[src/rtl/airlock_sequencer_pkg.sv]
// rtl/airlock_sequencer_pkg.sv - shared state codes and defaults for the airlock sequencer
// Purpose: state encoding (4-bit, fixed codes shown on the debug display)
//          and the default door-close timeout.
package airlock_sequencer_pkg;

    localparam int DOOR_TO_CYCLES_DEFAULT = 1000;
    localparam int STATE_W                = 4;

    typedef enum logic [STATE_W-1:0] {
        ST_IN_READY  = 4'd0,
        ST_IN_OPEN   = 4'd1,
        ST_IN_CLOSE  = 4'd2,
        ST_EVAC      = 4'd3,
        ST_OUT_READY = 4'd4,
        ST_OUT_OPEN  = 4'd5,
        ST_OUT_CLOSE = 4'd6,
        ST_PRESS     = 4'd7,
        ST_FAULT     = 4'd8
    } state_e;

endpackage

[src/rtl/airlock_sequencer_door_watchdog.sv]
// rtl/airlock_sequencer_door_watchdog.sv - saturating door-close watchdog
// Purpose: counts cycles while a door is commanded closed but not yet sensed
//          closed; flags a timeout when the count reaches LIMIT.
// Ports:   clock, reset (async active-low)
//          en      - count this cycle (door is in its closing state)
//          clear   - zero the counter (owner state is changing)
//          timeout - combinational: this cycle's increment reaches LIMIT
module airlock_sequencer_door_watchdog #(
    parameter int LIMIT = 1000,
    parameter int WD_W  = 10
) (
    input  logic clock,
    input  logic reset,
    input  logic en,
    input  logic clear,
    output logic timeout
);

    logic [WD_W-1:0] count_q;
    logic [WD_W-1:0] count_d;

    localparam logic [WD_W:0] LIMIT_W = (WD_W + 1)'(LIMIT);

    always_comb begin
        count_d = count_q;
        if (clear) begin
            count_d = '0;
        end else if (en && (count_q != {WD_W{1'b1}})) begin
            // Saturate at all-ones so a long stall can never wrap back to zero.
            count_d = count_q + 1'b1;
        end
    end

    // Fires in the cycle whose increment would make the count equal LIMIT,
    // so the owner leaves the closing state exactly LIMIT cycles after entry.
    assign timeout = en && (({1'b0, count_q} + 1'b1) >= LIMIT_W);

    always_ff @(posedge clock or negedge reset) begin
        if (!reset) begin
            count_q <= '0;
        end else begin
            count_q <= count_d;
        end
    end

endmodule

[src/rtl/airlock_sequencer.sv]
// rtl/airlock_sequencer.sv - two-door airlock interlock sequencer (Moore FSM)
// Purpose: sequences inner/outer doors and evac/press pumps so both doors are
//          never open together and no door opens before the chamber settles.
// Ports:   clock, reset (async active-low)
//          req_in, req_out          - level open requests (inner / outer door)
//          inner_closed, outer_closed - door sensors, 1 = fully closed
//          timer_done               - sticky settle-timer done
//          timer_clear              - 1 holds the settle timer cleared
//          open_inner, open_outer   - door open commands
//          pump_evac, pump_press    - chamber pumps
//          fault                    - latched interlock fault
//          state                    - current state code
module airlock_sequencer
    import airlock_sequencer_pkg::*;
#(
    parameter int DOOR_TO_CYCLES = DOOR_TO_CYCLES_DEFAULT,
    parameter int WD_W           = 10
) (
    input  logic               clock,
    input  logic               reset,
    input  logic               req_in,
    input  logic               req_out,
    input  logic               inner_closed,
    input  logic               outer_closed,
    input  logic               timer_done,
    output logic               timer_clear,
    output logic               open_inner,
    output logic               open_outer,
    output logic               pump_evac,
    output logic               pump_press,
    output logic               fault,
    output logic [STATE_W-1:0] state
);

    state_e state_q, state_d;
    logic   first_q, first_d;
    logic   state_change;
    logic   in_timeout, out_timeout;
    logic   both_closed;

    assign both_closed  = inner_closed && outer_closed;
    assign state_change = (state_d != state_q);
    // Marks the first cycle spent in a state; timer_done may still be high
    // from the previous transit then, before timer_clear has taken effect.
    assign first_d      = state_change;

    airlock_sequencer_door_watchdog #(
        .LIMIT (DOOR_TO_CYCLES),
        .WD_W  (WD_W)
    ) u_wd_inner (
        .clock   (clock),
        .reset   (reset),
        .en      (state_q == ST_IN_CLOSE),
        .clear   (state_change),
        .timeout (in_timeout)
    );

    airlock_sequencer_door_watchdog #(
        .LIMIT (DOOR_TO_CYCLES),
        .WD_W  (WD_W)
    ) u_wd_outer (
        .clock   (clock),
        .reset   (reset),
        .en      (state_q == ST_OUT_CLOSE),
        .clear   (state_change),
        .timeout (out_timeout)
    );

    always_comb begin
        state_d = state_q;
        case (state_q)
            ST_IN_READY: begin
                if (req_in) begin
                    state_d = ST_IN_OPEN;
                end else if (req_out && both_closed) begin
                    state_d = ST_EVAC;
                end
            end
            ST_IN_OPEN: begin
                if (!req_in) state_d = ST_IN_CLOSE;
            end
            ST_IN_CLOSE: begin
                if (inner_closed) begin
                    state_d = ST_IN_READY;
                end else if (in_timeout) begin
                    state_d = ST_FAULT;
                end
            end
            ST_EVAC: begin
                // A breach outranks completion; requests are ignored mid-cycle.
                if (!both_closed) begin
                    state_d = ST_FAULT;
                end else if (timer_done && !first_q) begin
                    state_d = ST_OUT_READY;
                end
            end
            ST_OUT_READY: begin
                if (req_out) begin
                    state_d = ST_OUT_OPEN;
                end else if (req_in && both_closed) begin
                    state_d = ST_PRESS;
                end
            end
            ST_OUT_OPEN: begin
                if (!req_out) state_d = ST_OUT_CLOSE;
            end
            ST_OUT_CLOSE: begin
                if (outer_closed) begin
                    state_d = ST_OUT_READY;
                end else if (out_timeout) begin
                    state_d = ST_FAULT;
                end
            end
            ST_PRESS: begin
                if (!both_closed) begin
                    state_d = ST_FAULT;
                end else if (timer_done && !first_q) begin
                    state_d = ST_IN_READY;
                end
            end
            ST_FAULT: begin
                state_d = ST_FAULT;
            end
            default: begin
                state_d = ST_FAULT;
            end
        endcase
    end

    // Outputs depend on registered state only.
    always_comb begin
        timer_clear = 1'b1;
        open_inner  = 1'b0;
        open_outer  = 1'b0;
        pump_evac   = 1'b0;
        pump_press  = 1'b0;
        fault       = 1'b0;
        case (state_q)
            ST_IN_OPEN:  open_inner = 1'b1;
            ST_OUT_OPEN: open_outer = 1'b1;
            ST_EVAC: begin
                pump_evac   = 1'b1;
                timer_clear = 1'b0;
            end
            ST_PRESS: begin
                pump_press  = 1'b1;
                timer_clear = 1'b0;
            end
            ST_FAULT:    fault = 1'b1;
            default: begin
                timer_clear = 1'b1;
            end
        endcase
    end

    assign state = state_q;

    always_ff @(posedge clock or negedge reset) begin
        if (!reset) begin
            state_q <= ST_IN_READY;
            first_q <= 1'b1;
        end else begin
            state_q <= state_d;
            first_q <= first_d;
        end
    end

endmodule

[config.mk]
export PLATFORM = sky130hd
export DESIGN_NAME = airlock_sequencer
export DESIGN_NICKNAME = d
export VERILOG_FILES = /design/src/rtl/airlock_sequencer_pkg.sv /design/src/rtl/airlock_sequencer_door_watchdog.sv /design/src/rtl/airlock_sequencer.sv
export SDC_FILE = /design/constraint.sdc
export NUM_CORES = 1
export LEC_CHECK = 0
export CORE_ASPECT_RATIO = 0.5
export CORE_UTILIZATION = 35
export CTS_CLUSTER_SIZE = 16
export DETAILED_ROUTE_END_ITERATION = 10
export GPL_TIMING_DRIVEN = 0
export SLEW_MARGIN = 20
export SYNTH_ARGS = -nofsm -noshare
export SYNTH_HDL_FRONTEND = slang
export SYNTH_SLANG_ARGS = --single-unit
[constraint.sdc]
create_clock -name clock -period 3.81 [get_ports clock]
set_input_delay 0.762 -clock clock [delete_from_list [all_inputs] [get_ports clock]]
set_output_delay 0.762 -clock clock [all_outputs]
set_load 0.005 [all_outputs]
* Word-level counts from Yosys, hierarchy flattened
Cells that the tools add are included.
** Operators by class
- Add/subtract/negate cells :: 4
- Multiply operators :: 0
- Div/mod/pow operators :: 0
- $lt $le $gt $ge :: 2
- Eq/ne operators :: 11
- Shift operators :: 0
- Multiplexer cells :: 25
- Bitwise gates (word level) :: 0
- Reductions and logical operators :: 13
** Operators by type and width (number)
- 2-to-1 mux 4 bit :: 14
- 2-to-1 mux 10 bit :: 4
- one-hot mux 4 bit (8 select lines) :: 1
- adder 10 x 1 -> 11 bit, second input constant :: 2
- >= comparator 11 x 10 -> 1 bit, second input constant :: 2
- adder 10 x 1 -> 10 bit, second input constant :: 2
- inequality test 10 bit, second input constant :: 2
- equality test 4 x 3 -> 1 bit, second input constant :: 4
- equality test 4 x 2 -> 1 bit, second input constant :: 2
- logical AND 1 bit :: 8
- 2-to-1 mux 1 bit :: 6
- equality test 4 x 1 -> 1 bit, second input constant :: 1
- equality test 4 bit, second input constant :: 1
- logical NOT 4 bit :: 1
- inequality test 4 bit :: 1
- nonzero test 2 bit :: 2
- OR reduction 2 bit :: 1
- logical NOT 1 bit :: 1
** Word-level totals
- Register bits :: 25
- Latch bits :: 0
- RAM bits :: 0
- Memory bits (read-only) :: 0
- Input port bits :: 7
- Output and inout bits :: 10
- Memories kept :: 0

* Longest topological paths before layout
- Word-level depth :: 8
- Mapped depth :: 10

* Modules after synthesis
A second synthesis with hierarchy kept.
** Unflattened totals
- Cell total of the unflattened synthesis :: 207
- Area total of the unflattened synthesis :: 1829.3 um^2
** By module, submodules not included
- airlock_sequencer_door_watchdog :: instances 2, cells each 75, area an instance 694.4 um^2
- airlock_sequencer :: instances 1, cells each 57, area an instance 440.4 um^2

* Worst setup path after synthesis
OpenSTA, ideal clock, no wires.
- Kind :: register -> register
- From :: reg u_wd_outer.count_q[0]
- To :: reg u_wd_inner.count_q[0]
- Setup time :: 126 ps
- Arrival :: 2186 ps
- Slack :: 1497 ps
- Cell stages (with the launch flop) :: 11
- Buffers on the path :: 2
- Period minus slack after synthesis :: 2313 ps
- Cells stage by stage :: dfrtp_1 ha_1 buf_2 xnor2_1 nand3_1 o311ai_0 nor4_2 o31ai_2 a211oi_2 buf_6 nor3_2
** Between the ends
- Cells in the longest elaborated chain, start to end :: 8
- Elaborated cells on any way between the ends :: 9
- Those cells by class :: add/sub: 1; order compare: 1; eq/ne: 1; mux: 4; reduce/logical: 2
** RTL lines
- from (decl) :: line airlock_sequencer_door_watchdog.sv:19 : logic [WD_W-1:0] count_q;
- from (signal assigned) :: line airlock_sequencer_door_watchdog.sv:42 : count_q <= count_d;
- adder 10 x 1 -> 11 bit (*) :: line airlock_sequencer_door_watchdog.sv:36 : assign timeout = en && (({1'b0, count_q} + 1'b1) >= LIMIT_W);
- >= comparator 11 x 10 -> 1 bit (*) :: line airlock_sequencer_door_watchdog.sv:36
- logical AND 1 bit (*) :: line airlock_sequencer_door_watchdog.sv:36
- 2-to-1 mux 4 bit (*) :: line airlock_sequencer.sv:110 : end else if (out_timeout) begin
- 2-to-1 mux 4 bit (*) :: line airlock_sequencer.sv:108 : if (outer_closed) begin
- one-hot mux 4 bit (8 select lines) (*) :: line airlock_sequencer.sv:71 : case (state_q)
- inequality test 4 bit (*) :: line airlock_sequencer.sv:42 : assign state_change = (state_d != state_q);
- 2-to-1 mux 10 bit / nonzero test 2 bit (equally long branches)
- to (signal assigned) :: line airlock_sequencer_door_watchdog.sv:42
- to (decl) :: line airlock_sequencer_door_watchdog.sv:19
Mark *: on every way between the ends. The rest lies on a longest branch, timed or not.
A chain may end at the register's enable or synchronous reset.

* Final worst setup path
- From :: reg state_q[0] (netlist: state[0])
- To :: out open_inner
** Between the ends
- Cells in the longest elaborated chain, start to end :: 2
** RTL lines
- from (decl) :: line airlock_sequencer.sv:35 : state_e state_q, state_d;
- from (signal assigned) :: line airlock_sequencer.sv:163 : state_q <= state_d;
- equality test 4 x 1 -> 1 bit :: line airlock_sequencer.sv:138 : case (state_q)
- 2-to-1 mux 1 bit :: line airlock_sequencer.sv:138
- to (decl) :: line airlock_sequencer.sv:27 : output logic open_inner,
No other way between the ends.

==> flow_metrics.py <==
metrics = {
    "run_status": {
        "status": "finished clean",
    },
    "layout": {
        "drive_gt1_share_pct": 15.2,
        "syn2layout_area_growth_pct": 15.5,
        "final_cell_mix": "dfrtp_1 (24), nand2_1 (17), nor2_1 (16)",
        "fill_cells": 505,
        "final_nets": 243,
        "diodes": 0,
        "final_common_cell": "dfrtp_1",
    },
    "floorplanning": {
        "initial_core_util_pct": 37.1,
        "io_pins": 17,
        "die_w_um": 105,
        "core_area_mm2": 0.00502,
        "die_y_um": 53.6,
        "dieArea_mm2": 0.00564,
        "rows": 18,
    },
    "flow_run": {
        "drv_cap": 0,
    },
    "power_and_ir_drop": {
        "comb_power_share_pct": 7.2,
        "p_switching_uw": 112,
        "pwr-share-clk_pct": 34.9,
        "seqPwrFrac_pct": 57.9,
        "netSwitchingFraction_pct": 24.0,
        "ir_drop_mv": 0.106,
        "power_density_mw_per_mm2": 216,
        "leakage_uw": 0.000902,
        "cell_internal_pwr_uw": 353,
    },
    "critical_path": {
        "cp_max_fo": 10,
        "cp-end-kind": "output pin",
        "crit_path_start_kind": "flip-flop",
        "cp_data_arrival_time_ns": 1.95,
        "crit_required_ns": 3.05,
        "path_class": "reg2out",
    },
    "timing": {
        "fin_worst_skew_ns": 0.00156,
        "slew_headroom_pct": 55.3,
        "maxSlewViolCount": 0,
        "max_freq_mhz": 369,
        "hold_viol": 0,
        "fin_crit_sh_pct": 71.2,
        "finalSetupTns_ns": 0,
        "worst_pin_slew_ns": 0.666,
        "hold_slack_ns": 0.474,
        "period_needed_ns": 2.71,
        "setup_violations": 0,
        "rsz0062_at_grt": "false",
    },
    "logic_synthesis": {
        "syn_inst": 211,
        "syn_area_mm2": 0.00186,
        "ys_seq_area_share_pct": 33.6,
        "yosys_warnings": 0,
        "synthDistinctLibCells": 51,
        "ys_top_cells_by_area": "dfrtp_1 (32%), xor2_1 (6.1%), nor3_2 (5.9%), nor3_1 (4.0%), nand2_1 (3.4%)",
        "syn_nets": 222,
        "synth_edf_count": 0,
        "syn_avg_cell_area_um2": 8.84,
        "async_flop_share_pct": 100,
        "ys.flop_type": "dfrtp_1",
        "synth_top_area_share_pct": 32.2,
        "ys_seq_elements": 25,
        "synth_largest_area_cell": "dfrtp_1",
    },
    "routing": {
        "drtIter0Drc": 99,
        "wl_per_cell_um": 14.0,
        "viasPerCell": 5.47,
        "firstDrtPassIters": 4,
        "wirelength_um": 4220,
        "drtAntennaViolNets": 0,
        "drc_errors": 0,
        "vias": 1645,
    },
    "clocking": {
        "numClockSinks": 25,
        "clockBufferDepth": 2,
        "postCtsHoldBufs": 0,
        "cts_htree_levels": 1,
        "root_buffer": "clkbuf_8",
        "clock_latency_ns": 0.27,
        "cts_tree": "yes",
        "clkTransAtPathRegs_ns": 0.09,
        "cts_setup_buffers": 0,
        "numCtsBuffers": 3,
        "cts-resized-gates": 0,
    },
    "global_route": {
        "grt_pass1_vias": 1409,
        "grt_start_max_net_pins": 26,
        "overflow": 0,
        "antenna_found_initial": 0,
        "grt_usage_pct": 15.7,
        "grt_pass1_wl_um": 6890,
    },
    "place": {
        "port_buffers": 16,
        "hpwl_um": 3050,
        "gp_congestion": 0.827,
    },
    "worst_hold_path": {
        "holdCritPathClass": "in2async",
    },
}
## cells in the mapped netlist (2+ instances only)
cell type  number
buf_2           5
o21ai_0         2
nand2b_1        5
nand2_1        17
nor4_2          2
nor2_1         16
a21oi_1         3
o21ai_1         2
clkbuf_2        2
dfrtp_1        24
nor3_1         15
and2_1          3
nand4b_1        3
nand4_1         8
nor3_2         11
nor2b_1         4
a31oi_1         5
ha_1            4
mux2i_1         6
xnor2_1         6
nand3_1        10
inv_1           7
buf_6           2
nor4_1          5
clkbuf_1        3
xor2_1         13
and3_1          4
## final timing paths
check,from,to,slack [ns],depth (start not counted)
worst max register to register,u_wd_inner.count_q[0],u_wd_outer.count_q[4],1.12,10
min in group clock,state[3],state[1],0.65,1
max in group asynchronous,reset,first_q,2.96,1
worst min-delay path,reset,u_wd_inner.count_q[8],0.47,1
worst max-delay path,state[0],open_inner,1.10,4
worst min register to register,state[3],state[1],0.65,1
## flip-flops by register name, summed over array words and instances (netlist names)
signal and cells:
u_wd_outer.count_q 10, u_wd_inner.count_q 10, state 4, first_q 1
## per-layer routing
layer  global-route usage [%]  vias up  part of all wire [%]
met2                     25.1       61                    42
met1                     22.1      770                    50
li1                         -      808                     -
met4                     4.93        0                   1.5
met5                        0        -                     0
met3                     2.66        6                   6.3
## power groups by stage
stage                     sequential [uW]  clock (uW)  combinational (uW)
after floorplan                       274           0                13.4
after global placement                274           0                33.8
after detailed placement              274           0                33.6
after CTS                             269         170                33.8
after global routing                  269         182                37.0
final                                 269         162                33.4
## through the flow
step / utilization [%] / power (uW) / worst slack [ns] / cell area, um2 / std cells
finish: 42.9 / 465 / 1.10 / 2150 / 301
global route: 42.9 / 488 / 0.861 / 2150 / 301
CTS: 42.9 / 473 / 1.08 / 2150 / 301
detailed placement: 42.0 / 308 / 0.936 / 2110 / 297
global placement: 42.1 / 308 / 0.950 / 2110 / 297
floorplan: - / 287 / 1.50 / 1860 / 211
## logic make-up after synthesis
kind of cell    Yosys count  synth area share, %
flops                    25                 33.6
xor+xnor                 19                 8.93
buf+inv                  19                 5.10
mux                       7                 3.83
fa+ha+maj                 4                 2.68
compound gates           24                 9.66
simple gates            113                 36.2
## area by class of cell
class	count	area (um2)	area share, %
inverter	7	26.3	1.22
timing repair buffer	16	155	7.21
clock buffer	3	41.3	1.92
clock inverter	1	5.00	0.232
buffer	12	68.8	3.20
sequential	25	627	29.1
tap	70	87.6	4.07
multi-input combinational	167	1140	53.1
## worst max-delay path, stage by stage, from the launching register on
cell             delay (ns)
dfrtp_1                0.50
clkbuf_1               0.36
nand2_1                0.12
nor3_1                 0.17
clkdlybuf4s50_1        0.53
No activity file was read; power rests on OpenSTA's default activity.
